`src/rtl/hash_stream_io.sv`:
```
// hash_stream_io: lane-serial front-end around an iterative Ascon-Hash core.
// Message lanes are shifted in MSB-first and digest lanes are streamed out LSB-first.
`default_nettype none

module Hash #(
  parameter int R = 64,
  parameter int A = 12,
  parameter int B = 12,
  parameter int H = 256,
  parameter int L = 256,
  parameter int Y = 32
) (
  input  logic         clk,
  input  logic         rst,
  input  logic         startxSI,
  input  logic [Y-1:0] messagexSI,
  output logic [L-1:0] hash_textxSO,
  output logic         readyxSO
);
  localparam int NBLK = L / 64;
  localparam int BW = $clog2(NBLK + 1);
  localparam logic [3:0] RA = 4'(12 - A);
  localparam logic [3:0] RB = 4'(12 - B);
  localparam logic [63:0] IV = {8'd0, 8'(R), 8'(A), 8'(A - B), 32'(H)};
  localparam logic [2:0] C_IDLE = 3'd0, C_INIT = 3'd1, C_SQZ = 3'd2, C_DONE = 3'd3;

  if (R != 64 || Y >= R || L % 64 != 0 || L < 64 || A > 12 || B > 12 || A < 1 || B < 1) begin : g_bad_cfg
    $error("Hash: unsupported R/Y/L/A/B combination");
  end

  logic [2:0]       st_q, st_d;
  logic [4:0][63:0] x_q, x_d, x_rnd;
  logic [3:0]       rnd_q, rnd_d;
  logic [BW-1:0]    blk_q, blk_d;
  logic [L-1:0]     dig_q, dig_d;
  logic [63:0]      pad_blk;

  function automatic logic [63:0] rotr(input logic [63:0] v, input int n);
    return (v >> n) | (v << (64 - n));
  endfunction

  function automatic logic [4:0][63:0] ascon_round(input logic [4:0][63:0] s, input logic [3:0] i);
    logic [63:0] x0, x1, x2, x3, x4, t0, t1, t2, t3, t4;
    x0 = s[0]; x1 = s[1]; x3 = s[3]; x4 = s[4];
    x2 = s[2] ^ {56'd0, ~i, i};
    x0 = x0 ^ x4; x4 = x4 ^ x3; x2 = x2 ^ x1;
    t0 = ~x0 & x1; t1 = ~x1 & x2; t2 = ~x2 & x3; t3 = ~x3 & x4; t4 = ~x4 & x0;
    x0 = x0 ^ t1; x1 = x1 ^ t2; x2 = x2 ^ t3; x3 = x3 ^ t4; x4 = x4 ^ t0;
    x1 = x1 ^ x0; x0 = x0 ^ x4; x3 = x3 ^ x2; x2 = ~x2;
    x0 = x0 ^ rotr(x0, 19) ^ rotr(x0, 28);
    x1 = x1 ^ rotr(x1, 61) ^ rotr(x1, 39);
    x2 = x2 ^ rotr(x2, 1) ^ rotr(x2, 6);
    x3 = x3 ^ rotr(x3, 10) ^ rotr(x3, 17);
    x4 = x4 ^ rotr(x4, 7) ^ rotr(x4, 41);
    return {x4, x3, x2, x1, x0};
  endfunction

  // Single-block absorb: message followed by a one bit, zero padded to the rate.
  assign pad_blk = 64'({messagexSI, 1'b1}) << (R - Y - 1);

  always_comb begin
    st_d  = st_q;
    x_d   = x_q;
    rnd_d = rnd_q;
    blk_d = blk_q;
    dig_d = dig_q;
    x_rnd = ascon_round(x_q, rnd_q);
    case (st_q)
      C_INIT: begin
        x_d   = x_rnd;
        rnd_d = rnd_q + 4'd1;
        if (rnd_q == 4'd11) begin
          x_d[0] = x_rnd[0] ^ pad_blk;
          rnd_d  = RA;
          st_d   = C_SQZ;
        end
      end
      C_SQZ: begin
        x_d   = x_rnd;
        rnd_d = rnd_q + 4'd1;
        if (rnd_q == 4'd11) begin
          dig_d = (dig_q << 64) | L'(x_rnd[0]);
          blk_d = blk_q + 1'b1;
          rnd_d = RB;
          if (blk_q == BW'(NBLK - 1)) st_d = C_DONE;
        end
      end
      default: ;
    endcase
    if (startxSI) begin
      x_d    = '0;
      x_d[0] = IV;
      rnd_d  = 4'd0;
      blk_d  = '0;
      dig_d  = '0;
      st_d   = C_INIT;
    end
  end

  always_ff @(posedge clk) begin
    if (rst) begin
      st_q  <= C_IDLE;
      x_q   <= '0;
      rnd_q <= '0;
      blk_q <= '0;
      dig_q <= '0;
    end else begin
      st_q  <= st_d;
      x_q   <= x_d;
      rnd_q <= rnd_d;
      blk_q <= blk_d;
      dig_q <= dig_d;
    end
  end

  assign hash_textxSO = dig_q;
  assign readyxSO     = (st_q == C_DONE);
endmodule

module hash_stream_io #(
  parameter int R = 64,
  parameter int A = 12,
  parameter int B = 12,
  parameter int H = 256,
  parameter int L = 256,
  parameter int Y = 32,
  parameter int W = 1
) (
  input  logic         clk,
  input  logic         rst,
  input  logic         startxSI,
  input  logic         abortxSI,
  input  logic [W-1:0] messagexSI,
  input  logic         msg_validxSI,
  input  logic         outreadyxSI,
  output logic [W-1:0] hash_textxSO,
  output logic         hash_validxSO,
  output logic         busyxSO,
  output logic         donexSO
);
  localparam int NIN  = Y / W;
  localparam int NOUT = L / W;
  localparam int IW   = $clog2(NIN + 1);
  localparam int OW   = $clog2(NOUT + 1);
  localparam int LB   = $clog2(L);
  localparam logic [2:0] S_IDLE = 3'd0, S_LOAD = 3'd1, S_START = 3'd2, S_WAIT = 3'd3, S_DRAIN = 3'd4;

  if (W < 1 || W > Y || Y % W != 0 || L % W != 0) begin : g_bad_w
    $error("hash_stream_io: W must divide Y and L and be <= Y");
  end

  logic [2:0]    state_q, state_d;
  logic [Y-1:0]  msg_q, msg_d;
  logic [L-1:0]  digest_q, digest_d;
  logic [IW-1:0] in_cnt_q, in_cnt_d;
  logic [OW-1:0] out_cnt_q, out_cnt_d, out_nxt;
  logic [W-1:0]  text_q, text_d;
  logic          valid_q, valid_d, done_q, done_d;
  logic          abort_take, core_clr, core_start, core_rst, core_ready;
  logic [L-1:0]  core_text;

  assign abort_take = abortxSI && (state_q != S_IDLE);
  assign out_nxt    = out_cnt_q + 1'b1;

  always_comb begin
    state_d = state_q;
    case (state_q)
      S_IDLE:  if (startxSI) state_d = S_LOAD;
      S_LOAD:  if (msg_validxSI && in_cnt_q == IW'(NIN - 1)) state_d = S_START;
      S_START: state_d = S_WAIT;
      S_WAIT:  if (core_ready) state_d = S_DRAIN;
      S_DRAIN: if (outreadyxSI && out_cnt_q == OW'(NOUT - 1)) state_d = S_IDLE;
      default: state_d = S_IDLE;
    endcase
    if (abort_take) state_d = S_IDLE;
  end

  always_comb begin
    busyxSO    = (state_q != S_IDLE);
    core_start = (state_q == S_START);
    core_clr   = ((state_q == S_IDLE) && startxSI) || abort_take;
  end

  always_comb begin
    msg_d     = msg_q;
    digest_d  = digest_q;
    in_cnt_d  = in_cnt_q;
    out_cnt_d = out_cnt_q;
    text_d    = text_q;
    valid_d   = valid_q;
    done_d    = 1'b0;
    if (abort_take) begin
      valid_d = 1'b0;
    end else begin
      case (state_q)
        S_IDLE: if (startxSI) begin
          msg_d     = '0;
          in_cnt_d  = '0;
          out_cnt_d = '0;
        end
        S_LOAD: if (msg_validxSI) begin
          msg_d = (msg_q << W) | Y'(messagexSI);
          if (in_cnt_q != IW'(NIN)) in_cnt_d = in_cnt_q + 1'b1;
        end
        S_WAIT: if (core_ready) begin
          digest_d = core_text;
          text_d   = core_text[W-1:0];
          valid_d  = 1'b1;
        end
        S_DRAIN: if (outreadyxSI) begin
          if (out_cnt_q != OW'(NOUT)) out_cnt_d = out_nxt;
          if (out_cnt_q == OW'(NOUT - 1)) begin
            valid_d = 1'b0;
            done_d  = 1'b1;
          end else begin
            // Preload the following lane so the output stays a plain register.
            text_d = digest_q[LB'(int'(out_nxt) * W) +: W];
          end
        end
        default: ;
      endcase
    end
  end

  always_ff @(posedge clk or negedge rst) begin
    if (!rst) begin
      state_q   <= S_IDLE;
      msg_q     <= '0;
      digest_q  <= '0;
      in_cnt_q  <= '0;
      out_cnt_q <= '0;
      text_q    <= '0;
      valid_q   <= 1'b0;
      done_q    <= 1'b0;
    end else begin
      state_q   <= state_d;
      msg_q     <= msg_d;
      digest_q  <= digest_d;
      in_cnt_q  <= in_cnt_d;
      out_cnt_q <= out_cnt_d;
      text_q    <= text_d;
      valid_q   <= valid_d;
      done_q    <= done_d;
    end
  end

  assign hash_textxSO  = text_q;
  assign hash_validxSO = valid_q;
  assign donexSO       = done_q;
  assign core_rst      = ~rst | core_clr;

  Hash #(.R(R), .A(A), .B(B), .H(H), .L(L), .Y(Y)) u_core (
    .clk          (clk),
    .rst          (core_rst),
    .startxSI     (core_start),
    .messagexSI   (msg_q),
    .hash_textxSO (core_text),
    .readyxSO     (core_ready)
  );
endmodule

`default_nettype wire

```
`config.mk`:
```
export PLATFORM = sky130hd
export DESIGN_NAME = hash_stream_io
export DESIGN_NICKNAME = d
export VERILOG_FILES = /design/src/rtl/hash_stream_io.sv
export SDC_FILE = /design/constraint.sdc
export NUM_CORES = 2
export LEC_CHECK = 0
export BUFFER_PORTS_ARGS = -buffer_cell sky130_fd_sc_hd__buf_4
export CAP_MARGIN = 25
export CORE_MARGIN = 1
export CORE_UTILIZATION = 55
export CTS_CLUSTER_SIZE = 8
export DETAILED_ROUTE_END_ITERATION = 6
export PLACE_DENSITY = 0.68
export SYNTH_ARGS = -nofsm -noshare
export SYNTH_HDL_FRONTEND = slang
export SYNTH_SLANG_ARGS = --single-unit
export TNS_END_PERCENT = 30
```
`constraint.sdc`:
```
create_clock -name clk -period 5.43 [get_ports clk]
set_clock_uncertainty 0.05 [all_clocks]
set_input_delay 0.2715 -clock clk [delete_from_list [all_inputs] [get_ports clk]]
set_output_delay 0.2715 -clock clk [all_outputs]
set_load 0.03 [all_outputs]
```
After elaboration in Yosys (flattened, before gate mapping) --
Cells that the tools add are included.
Operators by class: equal/unequal tests 32, bitwise gates (word level) 50, muxes and demuxes 39, reductions and logical operators 25, shifts and indexed selects 1, $add $sub $neg 4
Operator list (number):
- 64-bit XOR | 22
- 320-bit one-hot mux with 2 select lines | 1
- 64-bit inverter | 6
- 64-bit AND | 5
- 256-bit by 64-bit OR with 256-bit output | 1
- 256-bit by 8-bit indexed part select with 1-bit output | 1
- 32-bit 2-to-1 mux | 2
- 64-bit 2-to-1 mux | 1
- 23-bit by 64-bit OR with 64-bit output | 1
- 25-bit by 64-bit OR with 64-bit output | 1
- 3-bit by 64-bit OR with 64-bit output | 1
- 36-bit by 64-bit OR with 64-bit output | 1
- 45-bit by 64-bit OR with 64-bit output | 1
- 47-bit by 64-bit OR with 64-bit output | 1
- 54-bit by 64-bit OR with 64-bit output | 1
- 57-bit by 64-bit OR with 64-bit output | 1
- 58-bit by 64-bit OR with 64-bit output | 1
- 63-bit by 64-bit OR with 64-bit output | 1
- 32-bit one-hot mux with 2 select lines | 1
- 64-bit by 8-bit XOR with 64-bit output | 1
- 55-bit 2-to-1 mux | 1
- 32-bit by 1-bit OR with 32-bit output | 1
- 9-bit 2-to-1 mux | 3
- 3-bit 2-to-1 mux | 8
- 37 further kinds | 87
Word-level totals: input port bits 7, bits in registers 895

Logic depth before layout (Yosys ltp) --
depth after elaboration 13, mapped depth 12

Modules after synthesis --
A second synthesis with hierarchy kept.
Second synthesis, totals: cell total of the unflattened synthesis 4822, area total of the unflattened synthesis 43304.0 µm²
Modules (own cells, without submodules):
- Hash | cells each 4166, area each 34870.9 µm², sequential area each 11711.2 µm², instances 1
- hash_stream_io | cells each 656, area each 8433.1 µm², sequential area each 4529.3 µm², instances 1

Least setup slack after synthesis --
OpenSTA, ideal clock, no wires.
path kind flip-flop to flip-flop, from register out_cnt_q[0], to register text_q (netlist: hash_textxSO), clock period less this slack 2.633 ns, stages on the path, launching flop included 13, buffers on the path 5, setup slack 2.797 ns, arrival time 2.455 ns, path through dfrtp_1 -> buf_6 -> buf_12 -> inv_1 -> ha_1 -> buf_2 -> buf_2 -> buf_2 -> mux4_4 -> mux2i_1 -> a22oi_1 -> a211oi_1 -> nor4_1
Between the ends: cells in the longest elaborated chain, start to end 5
Ends and longest elaborated chain:
- start, declared | RTL line 156 | logic [OW-1:0] out_cnt_q, out_cnt_d, out_nxt;
- start signal, assigned | RTL line 240 | out_cnt_q <= out_cnt_d;
- 9-bit by 1-bit adder with 9-bit output | RTL line 163 | assign out_nxt = out_cnt_q + 1'b1;
- 256-bit by 8-bit indexed part select with 1-bit output | RTL line 217 | text_d = digest_q[LB'(int'(out_nxt) * W) +: W];
- 1-bit 2-to-1 mux | RTL line 212 | if (out_cnt_q == OW'(NOUT - 1)) begin
- 1-bit 2-to-1 mux | RTL line 210 | S_DRAIN: if (outreadyxSI) begin
- 1-bit one-hot mux with 2 select lines | RTL line 195 | case (state_q)
- end signal, assigned | RTL line 241 | text_q <= text_d;
- end, declared | RTL line 157 | logic [W-1:0] text_q, text_d;
Parallel ways exist; a longest one is shown, timed or not. The select of a mux whose other input is x is not followed. A chain may end at the register's enable or synchronous reset.

Worst setup path after layout --
from register u_core.st_q[0], to register u_core.x_q[59] in the netlist's numbering
Between the ends: cells in the longest elaborated chain, start to end 2
Ends and longest elaborated chain:
- start, declared | RTL line 31 | logic [2:0] st_q, st_d;
- start signal, assigned | RTL line 108 | st_q <= st_d;
- 3-bit by 2-bit equality test with 1-bit output or 3-bit by 1-bit equality test with 1-bit output (tied branches) | RTL line 68 | case (st_q)
- 320-bit one-hot mux with 2 select lines or 2-bit nonzero test (tied branches)
- end signal, assigned | RTL line 103 | x_q <= '0;
- end signal, assigned | RTL line 109 | x_q <= x_d;
- end, declared | RTL line 32 | logic [4:0][63:0] x_q, x_d, x_rnd;
Parallel ways exist; a longest one is shown, timed or not. The select of a mux whose other input is x is not followed.

==> results.toml <==
[outcome]
status = "finished, final reports clean"

[critical_path]
critPathTopFamily = "buffers and inverters"
cp.depth = 5
reg2reg_depth = 5
cpPeakStageDelay_ps = 1030
crit_type = "flop to flop"
critPathLaunchType = "flop"
crit_slowest_cell = "nand2_1"
cp_max_fo = 60
cp_cell_sequence = "inv_1 -> ha_4 -> clkinv_2 -> nand2_1 -> o21ai_0"
arrival_ps = 4020
end_kind = "flop"
crit_required_ps = 5880
critical_path_buf_inv_count = 2

[pwr]
switching_share_pct = 34.25
p_comb_share_pct = 30.4
powerDensity_mw_per_mm2 = 337.3
p_seq_share_pct = 33.7
p_switching_mw = 4.999
vdd_ir_drop_max_v = 0.0003444
p_int_mw = 9.594
power_frac_clock_pct = 35.9
total_leakage_power_nw = 18.03

[clock_network]
cts.path.max_buffers = 3
cts_tree = "yes"
clkLatencyLatePin_ps = 670
cts_resized = 0
clockRootBuffer = "clkbuf_16"
clkSinkCount = 638
clk_pin_slew_ps = 50
htree_levels = 3
cts_made_buffers = 89

[die]
die-area_sq_mm = 0.07333
rows = 98
io-pin-count = 11
initial_core_util_pct = 55.59
die_h_um = 270.8
die_x_um = 270.8
core_area_sq_mm = 0.07149

[sta]
rsz0062_at_grt = "false"
fin_crit_sh_pct = 65.73
fin_ws_ps = 1861
setup_viol = 0
fin_tns_setup_ps = 0
hold_viol_final = 0
maxSlewViolCount = 0
period_needed_ps = 3569
tightest_slew_ps = 1166
timing.hold.ws_ps = 101.3
fmax_mhz = 280.2
maxSlewHeadroom_pct = 21.99

[logic_synthesis]
synth_fp_nets = 4200
synth_top_family_by_area = "XOR/XNOR gates"
yosys_warnings = 0
synth.yosys.seq_area_share_pct = 34.42
synth_cells = 4054
synth.distinct_cells = 72
synth-seq-cells = 638
synthAdderAreaFrac_pct = 5.888
yosys.area_share.simple_pct = 10.25
synth_compound_area_share_pct = 9.830
synthesis.area_sq_mm = 0.03974
synth_mux_area_share_pct = 6.168
syn_avg_cell_area_sq_um = 9.802
synth_ff_type = "dfxtp_1"
synth_xor_area_share_pct = 29.33
synthArstFlopShare_pct = 28.37
synth_edf_count = 0

[global_routing]
use_met3_pct = 5.352
grt_pass1_wl_um = 185400
grt_max_degree = 185
grt_use_met2_pct = 54.48
gr-max-usage-layer = "met2"
antenna_found_initial = 0
grtUsageTotal_pct = 34.70
overflow = 0
use_met1_pct = 45.24
grt_pass1_vias = 27400

[final_layout]
antenna_cells = 0
drive_above_1_share_pct = 8.584
syn2layout_area_growth_pct = 8.857
final_cell_mix = "xnor2_1 (666), nand2_1 (554), dfxtp_1 (457)"
ff_latch_area_sq_mm = 0.01368
multi_input_area_sq_mm = 0.02449
post-route-cell-area_sq_mm = 0.04326
layout_commonest_cell = "xnor2_1"
fin_cells = 5004
n_fill_cell = 6083
layout.nets = 4158

[placed_design]
dp.cells = 4862
preCtsSetupSlack_ps = 1826
port_buffers = 10
hpwl_um = 96390
placed_cell_area_sq_mm = 0.04062
globalplace.congestion = 1.035

[routing]
drt-wirelength-per-cell_um = 25.44
route.detailed.drc = 0
ant_nets = 0
vias = 28850
drtIter0Drc = 2805
dr.pass1.iters = 6
finalWirelength_um = 127300
avgViaCountPerCell = 5.766

[worst_hold_path]
worstHoldPathType = "input pin to asynchronous set/reset pin"

[flow_run]
drv_cap = 0
power groups by stage:
stage          clock network, mW  registers, mW  logic [mW]
2_1_floorplan                  0           4.97        2.96
3_3_place_gp                   0           5.01        4.32
3_5_place_dp                   0           5.01        4.32
4_1_cts                     5.30           4.91        4.35
5_1_grt                     5.48           4.93        4.60
6_report                    5.24           4.92        4.43
final cells by class:
cell class                      count  area share [%]
Clock buffer                      128           5.536
Multi-Input combinational cell   3014           56.61
Clock inverter                      5          0.3153
Tap cell                          950           2.748
Inverter                          208           1.808
Timing Repair Buffer               61           1.359
Sequential cell                   638           31.62
logic make-up after synthesis:
group | Yosys count
and+or+nand+nor | 1007
xor gates and xnor gates | 995
DFF | 638
AOI/OAI and AO/OA | 629
buffers and inverters | 402
adders and majority gates | 199
muxes | 184
metal layers:
layer  wire (um)  vias to the layer above
met5           0                        -
li1            -                    13420
met4        9025                        0
met3        9245                      321
met1       52200                    14020
met2       56830                     1091
sequential cells by signal, summed over array words and instances, names as in the netlist, 2 cells and up:
signal,flops
u_core.x_q,320
u_core.st_q,2
in_cnt_q,6
u_core.blk_q,3
digest_q,128
u_core.rnd_q,4
u_core.hash_textxSO,128
out_cnt_q,9
state_q,3
msg_q,32
path summary, 6_finish.rpt:
| kind | slack (ps) | endpoint | start |
|---|---|---|---|
| min reg2reg | 400 | u_core.hash_textxSO[75] | u_core.hash_textxSO[75] |
| max in group asynchronous | 3550 | out_cnt_q[0] | rst |
| min in group clk | 180 | state_q[2] | msg_validxSI |
| max reg2reg | 1860 | u_core.x_q[59] | u_core.st_q[0] |
| min | 100 | digest_q[75] | rst |
| max | 1860 | u_core.x_q[59] | u_core.st_q[0] |
stage by stage:
| stage | power (mW) | utilization [%] |
|---|---|---|
| after floorplan | 7.930 | - |
| after global placement | 9.325 | 56.79 |
| after detailed placement | 9.326 | 56.83 |
| after CTS | 14.56 | 60.44 |
| after global routing | 15.00 | 60.51 |
| final | 14.59 | 60.51 |
Yosys cell counts (5+ instances only):
cell type,count,area (sq um)
mux2i_1,16,160.2
nand3_1,30,150.1
xor2_1,121,1060
nor2b_1,9,56.30
nor2_1,333,1250
o21ai_0,151,755.7
xor3_1,42,998.5
buf_2,26,130.1
and2_1,26,162.7
buf_1,8,30.03
a22o_1,5,43.79
clkbuf_1,150,563.0
nand2_1,555,2083
nor3_1,13,65.06
a211oi_1,60,450.4
a221oi_1,9,78.83
xor3_2,6,150.1
mux4_1,7,183.9
inv_1,208,780.8
o211a_1,87,870.8
a21oi_1,273,1366
mux4_2,20,450.4
xnor2_1,666,5833
maj3_1,60,600.6
xnor3_1,155,3491
mux4_4,5,125.1
dfrtp_1,181,4529
dfxtp_1,457,9149
nand2b_1,6,37.54
ha_1,139,1739
nand3b_1,6,45.04
o21a_1,17,127.6
buf_6,6,67.56
mux2_2,136,1531
what timing repair did:
item,4_1_cts,5_1_grt
hold buffers,5,0
setup endpoints to repair,0,0
endpoints found under the hold margin,60,0
buffers inserted,0,0
No activity file was read; power rests on OpenSTA's default activity.
